File: src/rtl/uart_rx.sv
//-----------------------------------------------------------------------------
// uart_rx
//
// Receives 8N1 (by default) asynchronous serial frames for the vumeter host
// link. The line is sampled on the 16x oversample strobe from the clock
// generator. That strobe acts as a clock enable inside the single system
// clock domain. Each correctly framed byte is presented on `data` together
// with a one-cycle `valid` pulse. A low stop bit produces a one-cycle
// `frame_err` pulse instead, and `data` is left untouched.
//
// Parameters:
//   OVERSAMPLE  strobes per bit time (power of two, >= 8)
//   DATA_BITS   data bits per frame, LSB first, no parity, one stop bit
//
// Ports:
//   clk        in   system clock (100 MHz)
//   rst        in   synchronous active-low reset
//   os_tick    in   oversample strobe, one clk cycle wide
//   rxd        in   asynchronous serial input, idles high
//   data       out  last correctly framed byte
//   valid      out  one-cycle pulse: data was just updated
//   frame_err  out  one-cycle pulse: stop bit sampled low
//   busy       out  receiver is not idle
//-----------------------------------------------------------------------------
`timescale 1ns/1ps

module uart_rx #(
    parameter int OVERSAMPLE = 16,
    parameter int DATA_BITS  = 8
) (
    input  logic                 clk,
    input  logic                 rst,
    input  logic                 os_tick,
    input  logic                 rxd,
    output logic [DATA_BITS-1:0] data,
    output logic                 valid,
    output logic                 frame_err,
    output logic                 busy
);

    localparam int TICK_W = $clog2(OVERSAMPLE);
    localparam int BIT_W  = $clog2(DATA_BITS) + 1;

    localparam logic [TICK_W-1:0] TICK_MID  = TICK_W'(OVERSAMPLE / 2 - 1);
    localparam logic [TICK_W-1:0] TICK_LAST = TICK_W'(OVERSAMPLE - 1);
    localparam logic [TICK_W-1:0] TICK_ONE  = TICK_W'(1);
    localparam logic [BIT_W-1:0]  BIT_LAST  = BIT_W'(DATA_BITS - 1);
    localparam logic [BIT_W-1:0]  BIT_ONE   = BIT_W'(1);

    typedef enum logic [2:0] {
        IDLE,
        START,
        DATA,
        STOP,
        BREAK
    } state_t;

    state_t state_q;
    state_t state_d;

    logic                 rxd_meta;
    logic                 rxd_s;
    logic [TICK_W-1:0]    tick_cnt;
    logic [BIT_W-1:0]     bit_cnt;
    logic [DATA_BITS-1:0] shreg;

    logic                 valid_d;
    logic                 frame_err_d;
    logic                 shift_en;

    //-------------------------------------------------------------------------
    // Input synchronizer. Both flops reset to the idle (high) level, so the
    // release of reset can never look like a start edge.
    //-------------------------------------------------------------------------
    // NOTE: sequential state always uses non-blocking assignments, so every
    // flop samples the pre-edge values of the others (rxd_s takes the old
    // rxd_meta, which makes this a real two-stage chain).
    always_ff @(posedge clk) begin
        if (!rst) begin
            rxd_meta <= 1'b1;
            rxd_s    <= 1'b1;
        end else begin
            rxd_meta <= rxd;
            rxd_s    <= rxd_meta;
        end
    end

    //-------------------------------------------------------------------------
    // FSM: state register
    //-------------------------------------------------------------------------
    always_ff @(posedge clk) begin
        if (!rst) begin
            state_q <= IDLE;
        end else begin
            state_q <= state_d;
        end
    end

    //-------------------------------------------------------------------------
    // FSM: next-state logic. Without a strobe nothing moves.
    //-------------------------------------------------------------------------
    // NOTE: the combinational block assigns a default to every output first,
    // so no path through the case leaves state_d unassigned and no latch is
    // inferred.
    always_comb begin
        state_d = state_q;
        if (os_tick) begin
            unique case (state_q)
                IDLE:  if (!rxd_s) state_d = START;
                // At the centre of the start bit: still low means a genuine
                // start; high means a glitch, so drop it silently.
                START: if (tick_cnt == TICK_MID) state_d = rxd_s ? IDLE : DATA;
                DATA:  if (tick_cnt == TICK_LAST && bit_cnt == BIT_LAST) state_d = STOP;
                // The stop sample lands half a bit before the stop bit ends.
                // Returning to IDLE here lets a back-to-back start edge be
                // caught on time.
                STOP:  if (tick_cnt == TICK_LAST) state_d = rxd_s ? IDLE : BREAK;
                // A held-low line raises one error, not a stream of them.
                BREAK: if (rxd_s) state_d = IDLE;
                default: state_d = IDLE;
            endcase
        end
    end

    //-------------------------------------------------------------------------
    // FSM: output / strobe decode
    //-------------------------------------------------------------------------
    always_comb begin
        busy        = (state_q != IDLE);
        shift_en    = os_tick && (state_q == DATA) && (tick_cnt == TICK_LAST);
        valid_d     = os_tick && (state_q == STOP) && (tick_cnt == TICK_LAST) &&  rxd_s;
        frame_err_d = os_tick && (state_q == STOP) && (tick_cnt == TICK_LAST) && !rxd_s;
    end

    //-------------------------------------------------------------------------
    // Datapath: counters, shift register, output registers
    //-------------------------------------------------------------------------
    always_ff @(posedge clk) begin
        if (!rst) begin
            tick_cnt  <= '0;
            bit_cnt   <= '0;
            shreg     <= '0;
            data      <= '0;
            valid     <= 1'b0;
            frame_err <= 1'b0;
        end else begin
            valid     <= valid_d;
            frame_err <= frame_err_d;
            if (valid_d) begin
                data <= shreg;
            end

            if (os_tick) begin
                unique case (state_q)
                    IDLE: begin
                        if (!rxd_s) tick_cnt <= '0;
                    end
                    START: begin
                        if (tick_cnt == TICK_MID) begin
                            tick_cnt <= '0;
                            bit_cnt  <= '0;
                        end else begin
                            tick_cnt <= tick_cnt + TICK_ONE;
                        end
                    end
                    // tick_cnt wraps from OVERSAMPLE-1 to 0 on its own, so
                    // every sample lands exactly one bit after the previous
                    // sample.
                    DATA: begin
                        tick_cnt <= tick_cnt + TICK_ONE;
                        if (shift_en) begin
                            shreg   <= {rxd_s, shreg[DATA_BITS-1:1]};
                            bit_cnt <= bit_cnt + BIT_ONE;
                        end
                    end
                    STOP: begin
                        tick_cnt <= tick_cnt + TICK_ONE;
                    end
                    default: ;
                endcase
            end
        end
    end

endmodule

File: config.mk
export PLATFORM = sky130hd
export DESIGN_NAME = uart_rx
export DESIGN_NICKNAME = d
export VERILOG_FILES = /design/src/rtl/uart_rx.sv
export SDC_FILE = /design/constraint.sdc
export NUM_CORES = 1
export LEC_CHECK = 0
export ABC_AREA = 1
export ABC_CLOCK_PERIOD_IN_PS = 3500
export CAP_MARGIN = 20
export CORE_MARGIN = 2
export CORE_UTILIZATION = 59
export DETAILED_ROUTE_END_ITERATION = 6
export GPL_ROUTABILITY_DRIVEN = 0
export HOLD_SLACK_MARGIN = 0.12
export PLACE_DENSITY = 0.92
export SYNTH_ARGS = -nofsm -noshare
export SYNTH_HDL_FRONTEND = slang
export SYNTH_SLANG_ARGS = --single-unit
File: constraint.sdc
create_clock -name clk -period 3.5 [get_ports clk]
set_input_delay 0.7 -clock clk [delete_from_list [all_inputs] [get_ports clk]]
set_output_delay 0.7 -clock clk [all_outputs]
set_load 0.1 [all_outputs]
Word-level counts from Yosys, hierarchy flattened
Cells that the tools add are included.
Storage, ports and cells
  register bits after elaboration: 31
  latch bits: 0
  memory bits (writable): 0
  bits in read-only memories: 0
  input port bits: 4
  output and inout port bits: 11
  word-level logic and storage cells: 55
  memories kept: 0
Cells by class
  add/sub/neg operators: 2
  $mul: 0
  divide/modulo/power cells: 0
  $lt $le $gt $ge: 0
  equality and inequality tests: 13
  shifts and indexed selects: 0
  multiplexer cells: 14
  bitwise operators: 0
  reduce and logical (&&, ||, !) cells: 17
Operators by type and width (number)
  2-to-1 mux 3 bit: 6
  2-to-1 mux 4 bit: 4
  one-hot mux 3 bit (5 select lines): 1
  inequality test 2 bit, second input constant: 6
  one-hot mux 4 bit (3 select lines): 1
  adder 4 x 1 -> 4 bit, second input constant: 2
  equality test 4 x 3 -> 1 bit, second input constant: 2
  one-hot mux 4 bit (2 select lines): 1
  logical AND 1 bit: 7
  equality test 3 x 2 -> 1 bit, second input constant: 2
  AND reduction 3 bit: 2
  AND reduction 6 bit: 1
  nonzero test 3 bit: 2
  equality test 4 bit, second input constant: 1
  AND reduction 4 bit: 1
  equality test 3 x 1 -> 1 bit, second input constant: 1
  equality test 3 bit, second input constant: 1
  logical NOT 3 bit: 1
  2-to-1 mux 2 bit: 1
  nonzero test 2 bit: 1
  OR reduction 2 bit: 1
  logical NOT 1 bit: 1

Depth between registers and ports, before layout
Gate-level depths: netlist of run 1.
  word-level depth: 5
  gate-level depth with buffers: 9
  depth with buffers taken out: 9

Worst setup path before layout of run 1
OpenSTA, ideal clock, no wires.
  path kind: flip-flop to output port
  start point: register state_q[0]
  end point: output busy
  arrival time: 1202 ps
  required time: 2800 ps
  slack: 1598 ps
  cell stages (with the launch flop): 3
  buffers on the path: 0
  path through: dfxtp_1 nor2_1 nand2_1
On the way
  word-level cells in the longest chain between the ends: 1
Ends and longest elaborated chain
  start: declaration: RTL line 58  | state_t state_q;
  start signal: assignment: RTL line 95  | state_q <= state_d;
  nonzero test 3 bit: RTL line 129  | busy = (state_q != IDLE);
  end: declaration: RTL line 38  | output logic busy
Every way passes these cells.

Worst setup path after layout of run 1
  start point: register data[1]
  end point: output data[1]
RTL lines
  start: declaration: RTL line 35  | output logic [DATA_BITS-1:0] data,
  start signal: assignment: RTL line 150  | data <= shreg;
No word-level cell between the ends.

==> impl_metrics.csv, run 1 <==
group,metric,value,unit
pwr,power.density_cell_area,529,nW/um^2
cts,clk_latency,0.35,ns
cts,clockBufferDepth,2,
setup_path,cp_max_fo,2,
worst_hold_path,hold_path_class,"register to register",
cts,cts_sinks,31,
synthesis,syn_inst,185,
finish,drive_gt1_share,16.2,%
setup_path,crit_path_max_incr_delay,1.13,ns
setup_path,worstSetupStartpointType,"register",
die,start_util,63.3,%
pwr,leakagePower,0.737,nW
setup_path,r2r_slack,1.97,ns
status,status,"completed",
cts,postCtsSetupRepairBufs,0,
synthesis,netlist_top_cells_area,"dfxtp_1 (44%), nor2_1 (12%), nand2_1 (6.3%), o21ai_0 (6.0%), nand3_1 (5.3%)",
synthesis,synth_seq_area_share,43.5,%
global_routing,grt_pass1_vias,1099,
synthesis,avgSynthCellArea,7.71,sq um
cts,htreeDepth,2,
detailed_routing,via_count,1224,
setup_path,path_cells,"clkdlybuf4s50_1",
die,die_y,53.2,microns
setup_path,worstPathRequired,2.80,ns
finish,diodes,0,
global_routing,grt_max_degree,22,
synthesis,synth_common_cells,"nor2_1 (46), dfxtp_1 (31), nand2_1 (24)",
detailed_routing,final_antenna_net_count,0,
die,io_pins,15,
synthesis,ys_seq_elements,31,
setup_path,critPathTopFamily,"buffers and inverters",
worst_hold_path,worstHoldEndpoint,"rxd_s",
placement,dp.final_hpwl,2030,microns
detailed_routing,wl_per_cell,12.2,microns
synthesis,synth_ff_type,"dfxtp_1",
global_routing,grt_pass1_wl,4710,microns
die,fp-row-count,17,
detailed_routing,route.detailed.drc,0,
cts,cts-buffers-inserted,5,
finish,layout.cells.non_filler,232,
synthesis,synth_most_common_cell,"nor2_1",
detailed_routing,routed_wl,2830,microns
setup_path,cp.arrival,1.82,ns
detailed_routing,dr.pass1.iters,4,
timing,slew_viol_final,0,
timing,period_minus_slack,2.52,ns
placement,io_buffers,14,
setup_path,r2r_cells,7,
timing,fin_crit_sh,72.1,%
pwr,ir_drop,0.000403,V
worst_hold_path,min_path_cells,1,
global_routing,antenna_found_initial,0,
setup_path,timing.rr.end,"data[7]",
global_routing,grt_remaining_overflow,0,
finish,finish.utilization,74.3,%
synthesis,syn_nets,191,
setup_path,crit_buf_inv,1,
synthesis,synth_warnings,0,
finish,nets,209,
timing,timing.setup.tns,0,ns
timing,max_freq,396,MHz
die,core,2250,sq um
cts,cts_root_buf,"clkbuf_4",
placement,dp_cells,224,
synthesis,yosysUniqueCellTypes,21,
die,fp.dieW,53.2,microns
die,dieArea,2830,sq um
flow_run,drv_cap,0,
setup_path,path_class,"register to output pin",
detailed_routing,drtIter0Drc,19,
timing,relSlewSlack,35.3,%
cts,tritoncts,"built",
synthesis,async_flop_share,0,%
synthesis,syn_area,1430,sq um
global_routing,grt_usage,23.8,%
timing,hold_viol,0,
timing,max_slew.worst_pin.slew,0.968,ns
synthesis,yosysTopAreaCell,"dfxtp_1",
cts,cts_hold_buf,0,
timing,rsz0062_at_grt,"false",
detailed_routing,viasPerCell,5.28,
timing,skew,0.0195,ns
setup_path,cp-end-kind,"output pin",
cts,cts_resized,0,
cts,path_clk_slew,0.11,ns
synthesis,synth_top_area_share,43.5,%
synthesis,synth_edf_count,0,
setup_path,reg2reg_from,"tick_cnt[0]",
finish,syn_to_final_growth,17.4,%
timing,setup_viol,0,
setup_path,slowest_stage,"clkdlybuf4s50_1",
worst_hold_path,min_from,"rxd_meta",
==> worst max path at each step <==
stage	to	from	depth (start not counted)	slack (ns)
after CTS	data[6]	data[6]	1	0.96
after floorplan	busy	state_q[0]	2	1.60
after detailed placement	rxd_s	rst	3	1.17
after global placement	rxd_meta	rst	3	1.24
final	data[1]	data[1]	1	0.98
after global routing	data[5]	data[5]	1	0.93
==> where the power goes <==
part	switching [mW]	internal, mW
combinational	0.147	0.0563
clock	0.126	0.169
sequential	0.0198	0.367
==> sequential cells by signal (all words and copies together) (netlist names) <==
register / cells
data: 8
shreg: 8
bit_cnt: 4
tick_cnt: 4
state_q: 3
frame_err: 1
rxd_meta: 1
rxd_s: 1
valid: 1
==> routing by layer <==
layer | routed length (microns) | part of all wire [%] | vias up | global-route usage [%]
li1 | - | - | 637 | -
met1 | 1310 | 46 | 558 | 27.8
met2 | 1360 | 48 | 25 | 39.0
met3 | 125 | 4.4 | 4 | 8.47
met4 | 35 | 1.2 | 0 | 10.3
met5 | 0 | 0 | - | 0
==> cell usage in the layout, fill, tap and decap left out, types with 2 or more instances in the layout <==
cell type,n
nand3_4,2
clkdlybuf4s50_1,13
a21oi_1,10
nand3_1,15
inv_2,3
nor2_2,5
nor2_1,46
nand2_4,5
clkbuf_4,5
nor2_4,4
dfxtp_1,31
inv_1,9
xnor2_1,2
nand2_1,24
ha_1,2
o21ai_0,17
or2_2,2
==> metrics by stage <==
stage | hold slack [ns] | worst slack, ns | power [mW] | cell area [sq um]
3_5_place_dp | 0.398 | 1.17 | 0.597 | 1590
3_3_place_gp | 0.398 | 1.24 | 0.590 | 1590
5_1_grt | 0.422 | 0.930 | 0.921 | 1670
2_1_floorplan | 0.392 | 1.60 | 0.558 | 1430
6_report | 0.417 | 0.976 | 0.885 | 1670
4_1_cts | 0.416 | 0.965 | 0.887 | 1670
==> final cells by class <==
type                    count  area (sq um)
multi-input cells         139           749
flip-flops and latches     31           621
fillers                   188           581
repair buffers             14           138
clock buffers               6          51.3
inverters                  12          45.0
clock inverters             2          35.0
well taps                  28          35.0
==> cell families after synthesis <==
family                   synth area share, %
AND/OR/NAND/NOR                         39.2
flip-flops                              43.5
AO/OA/AOI/OAI                           10.4
buffers and inverters                   3.95
XOR/XNOR                                1.23
adder cells (fa/ha/maj)                 1.75
No activity file was read; power rests on OpenSTA's default activity.
==> run 2: changes to the inputs <==
--- a/config.mk
+++ b/config.mk
@@ -6,14 +6,14 @@
 export NUM_CORES = 1
 export LEC_CHECK = 0
 export ABC_AREA = 1
-export ABC_CLOCK_PERIOD_IN_PS = 3500
+export ABC_CLOCK_PERIOD_IN_PS = 2600
 export CAP_MARGIN = 20
 export CORE_MARGIN = 2
-export CORE_UTILIZATION = 59
+export CORE_UTILIZATION = 55
 export DETAILED_ROUTE_END_ITERATION = 6
 export GPL_ROUTABILITY_DRIVEN = 0
 export HOLD_SLACK_MARGIN = 0.12
-export PLACE_DENSITY = 0.92
+export PLACE_DENSITY = 0.87
 export SYNTH_ARGS = -nofsm -noshare
 export SYNTH_HDL_FRONTEND = slang
 export SYNTH_SLANG_ARGS = --single-unit
==> constraint.sdc (replaced) <==
create_clock -name clk -period 2.6 [get_ports clk]
set_input_delay 0.52 -clock clk [delete_from_list [all_inputs] [get_ports clk]]
set_output_delay 0.52 -clock clk [all_outputs]
set_load 0.1 [all_outputs]
==> impl_metrics.csv, run 2 (synthesized netlist as in run 1, its figures left out) <==
group,metric,value,unit
status,status,"completed",
global_routing,grt_remaining_overflow,0,
detailed_routing,viasPerCell,5.26,
die,fp-row-count,18,
pwr,leakagePower,0.763,nW
cts,clockBufferDepth,2,
pwr,power.density_cell_area,716,nW/um^2
finish,register_area,621,sq um
detailed_routing,dr.pass1.iters,4,
die,core,2480,sq um
setup_path,path_cells,"nor2_1, nand2_1, buf_4",
finish,drive_gt1_share,21.5,%
setup_path,cp-end-kind,"output pin",
timing,period_minus_slack,1.86,ns
die,die_y,54.9,microns
detailed_routing,drtIter0Drc,33,
finish,top_regs,"data: 8 flops, shreg: 8 flops",
detailed_routing,final_antenna_net_count,0,
global_routing,grt_pass1_vias,1177,
timing,max_slew.worst_pin.slew,0.349,ns
global_routing,grt_pass1_wl,5090,microns
cts,path_clk_slew,0.09,ns
die,fp.dieW,54.9,microns
pwr,p_total,1.19,mW
placement,place_area,1570,sq um
global_routing,antenna_found_initial,0,
detailed_routing,route.detailed.drc,0,
cts,cts_root_buf,"clkbuf_4",
finish,syn_to_final_growth,16.3,%
cts,cts_hold_buf,0,
pwr,ir_drop,0.000470,V
cts,postCtsSetupRepairBufs,0,
finish,multi_input_area,749,sq um
cts,cts-buffers-inserted,5,
timing,holdWs,0.420,ns
setup_path,slowest_stage,"dfxtp_1",
finish,final_common_cell,"nor2_1",
timing,timing.setup.tns,0,ns
timing,setup_viol,0,
finish,design_area,1660,sq um
cts,cts_resized,0,
timing,relSlewSlack,76.5,%
finish,final_cell_mix,"nor2_1 (46), dfxtp_1 (31), nand2_1 (24)",
die,io_pins,15,
flow_run,drv_cap,0,
detailed_routing,routed_wl,2910,microns
timing,skew,0.00367,ns
cts,cts_sinks,31,
timing,hold_viol,0,
finish,fillCellCount,216,
setup_path,crit_path_max_incr_delay,0.48,ns
setup_path,worstSetupStartpointType,"register",
cts,tritoncts,"built",
setup_path,path_class,"register to output pin",
die,start_util,57.6,%
timing,slew_viol_final,0,
setup_path,cp_max_fo,5,
detailed_routing,via_count,1235,
finish,nets,210,
timing,rsz0062_at_grt,"false",
global_routing,grt_max_degree,22,
die,dieArea,3020,sq um
placement,io_buffers,14,
finish,diodes,0,
cts,htreeDepth,2,
timing,max_freq,539,MHz
setup_path,worstPathRequired,2.08,ns
timing,fin_crit_sh,71.4,%
setup_path,cp.arrival,1.34,ns
cts,clk_latency,0.33,ns
global_routing,grt_usage,23.8,%
worst_hold_path,hold_path_class,"register to register",
placement,dp.final_hpwl,2100,microns
detailed_routing,wl_per_cell,12.4,microns
run 2: changes by cell type in the layout (fill, tap and decap cells not counted):
cell             delta
clkdlybuf4s50_1    -10
buf_4              +11
run 2: critical path, delay by kind of cell (launching register included):
kind,cells,cell delay [ns]
flops,1,0.48
buf+inv,1,0.28
simple gates,2,0.24
run 2: final timing paths:
| kind | from | end | slack (ns) | cells after the start |
|---|---|---|---|---|
| max | state_q[0] | busy | 0.74 | 3 |
| min | rxd_meta | rxd_s | 0.42 | 1 |
| max reg2reg | tick_cnt[0] | data[0] | 1.07 | 7 |
| min reg2reg | rxd_meta | rxd_s | 0.42 | 1 |
run 2: per-layer routing:
| layer | GRT usage (%) | wire, microns | vias to the layer above |
|---|---|---|---|
| li1 | - | - | 635 |
| met1 | 28.4 | 1250 | 554 |
| met2 | 39.9 | 1430 | 38 |
| met3 | 8.06 | 158 | 8 |
| met4 | 8.13 | 70 | 0 |
| met5 | 0 | 0 | - |
run 2: area by class of cell:
type	instances	area share [%]
sequential	31	37.4
tap	30	2.26
timing repair buffer	15	7.24
multi-input combinational	139	45.2
inverter	12	2.71
clock buffer	6	3.09
clock inverter	2	2.11
run 2: power by group:
group	internal [mW]	switching [mW]
registers	0.494	0.0264
clock network	0.227	0.165
logic	0.0769	0.200
total	0.798	0.391
run 2: per-stage QoR:
step,instances,worst slack (ns),utilization (%)
final,235,0.744,67.0
after global routing,235,0.690,67.0
after CTS,235,0.733,67.0
after detailed placement,227,0.655,63.5
after global placement,227,0.711,63.5
after floorplan,185,0.878,-
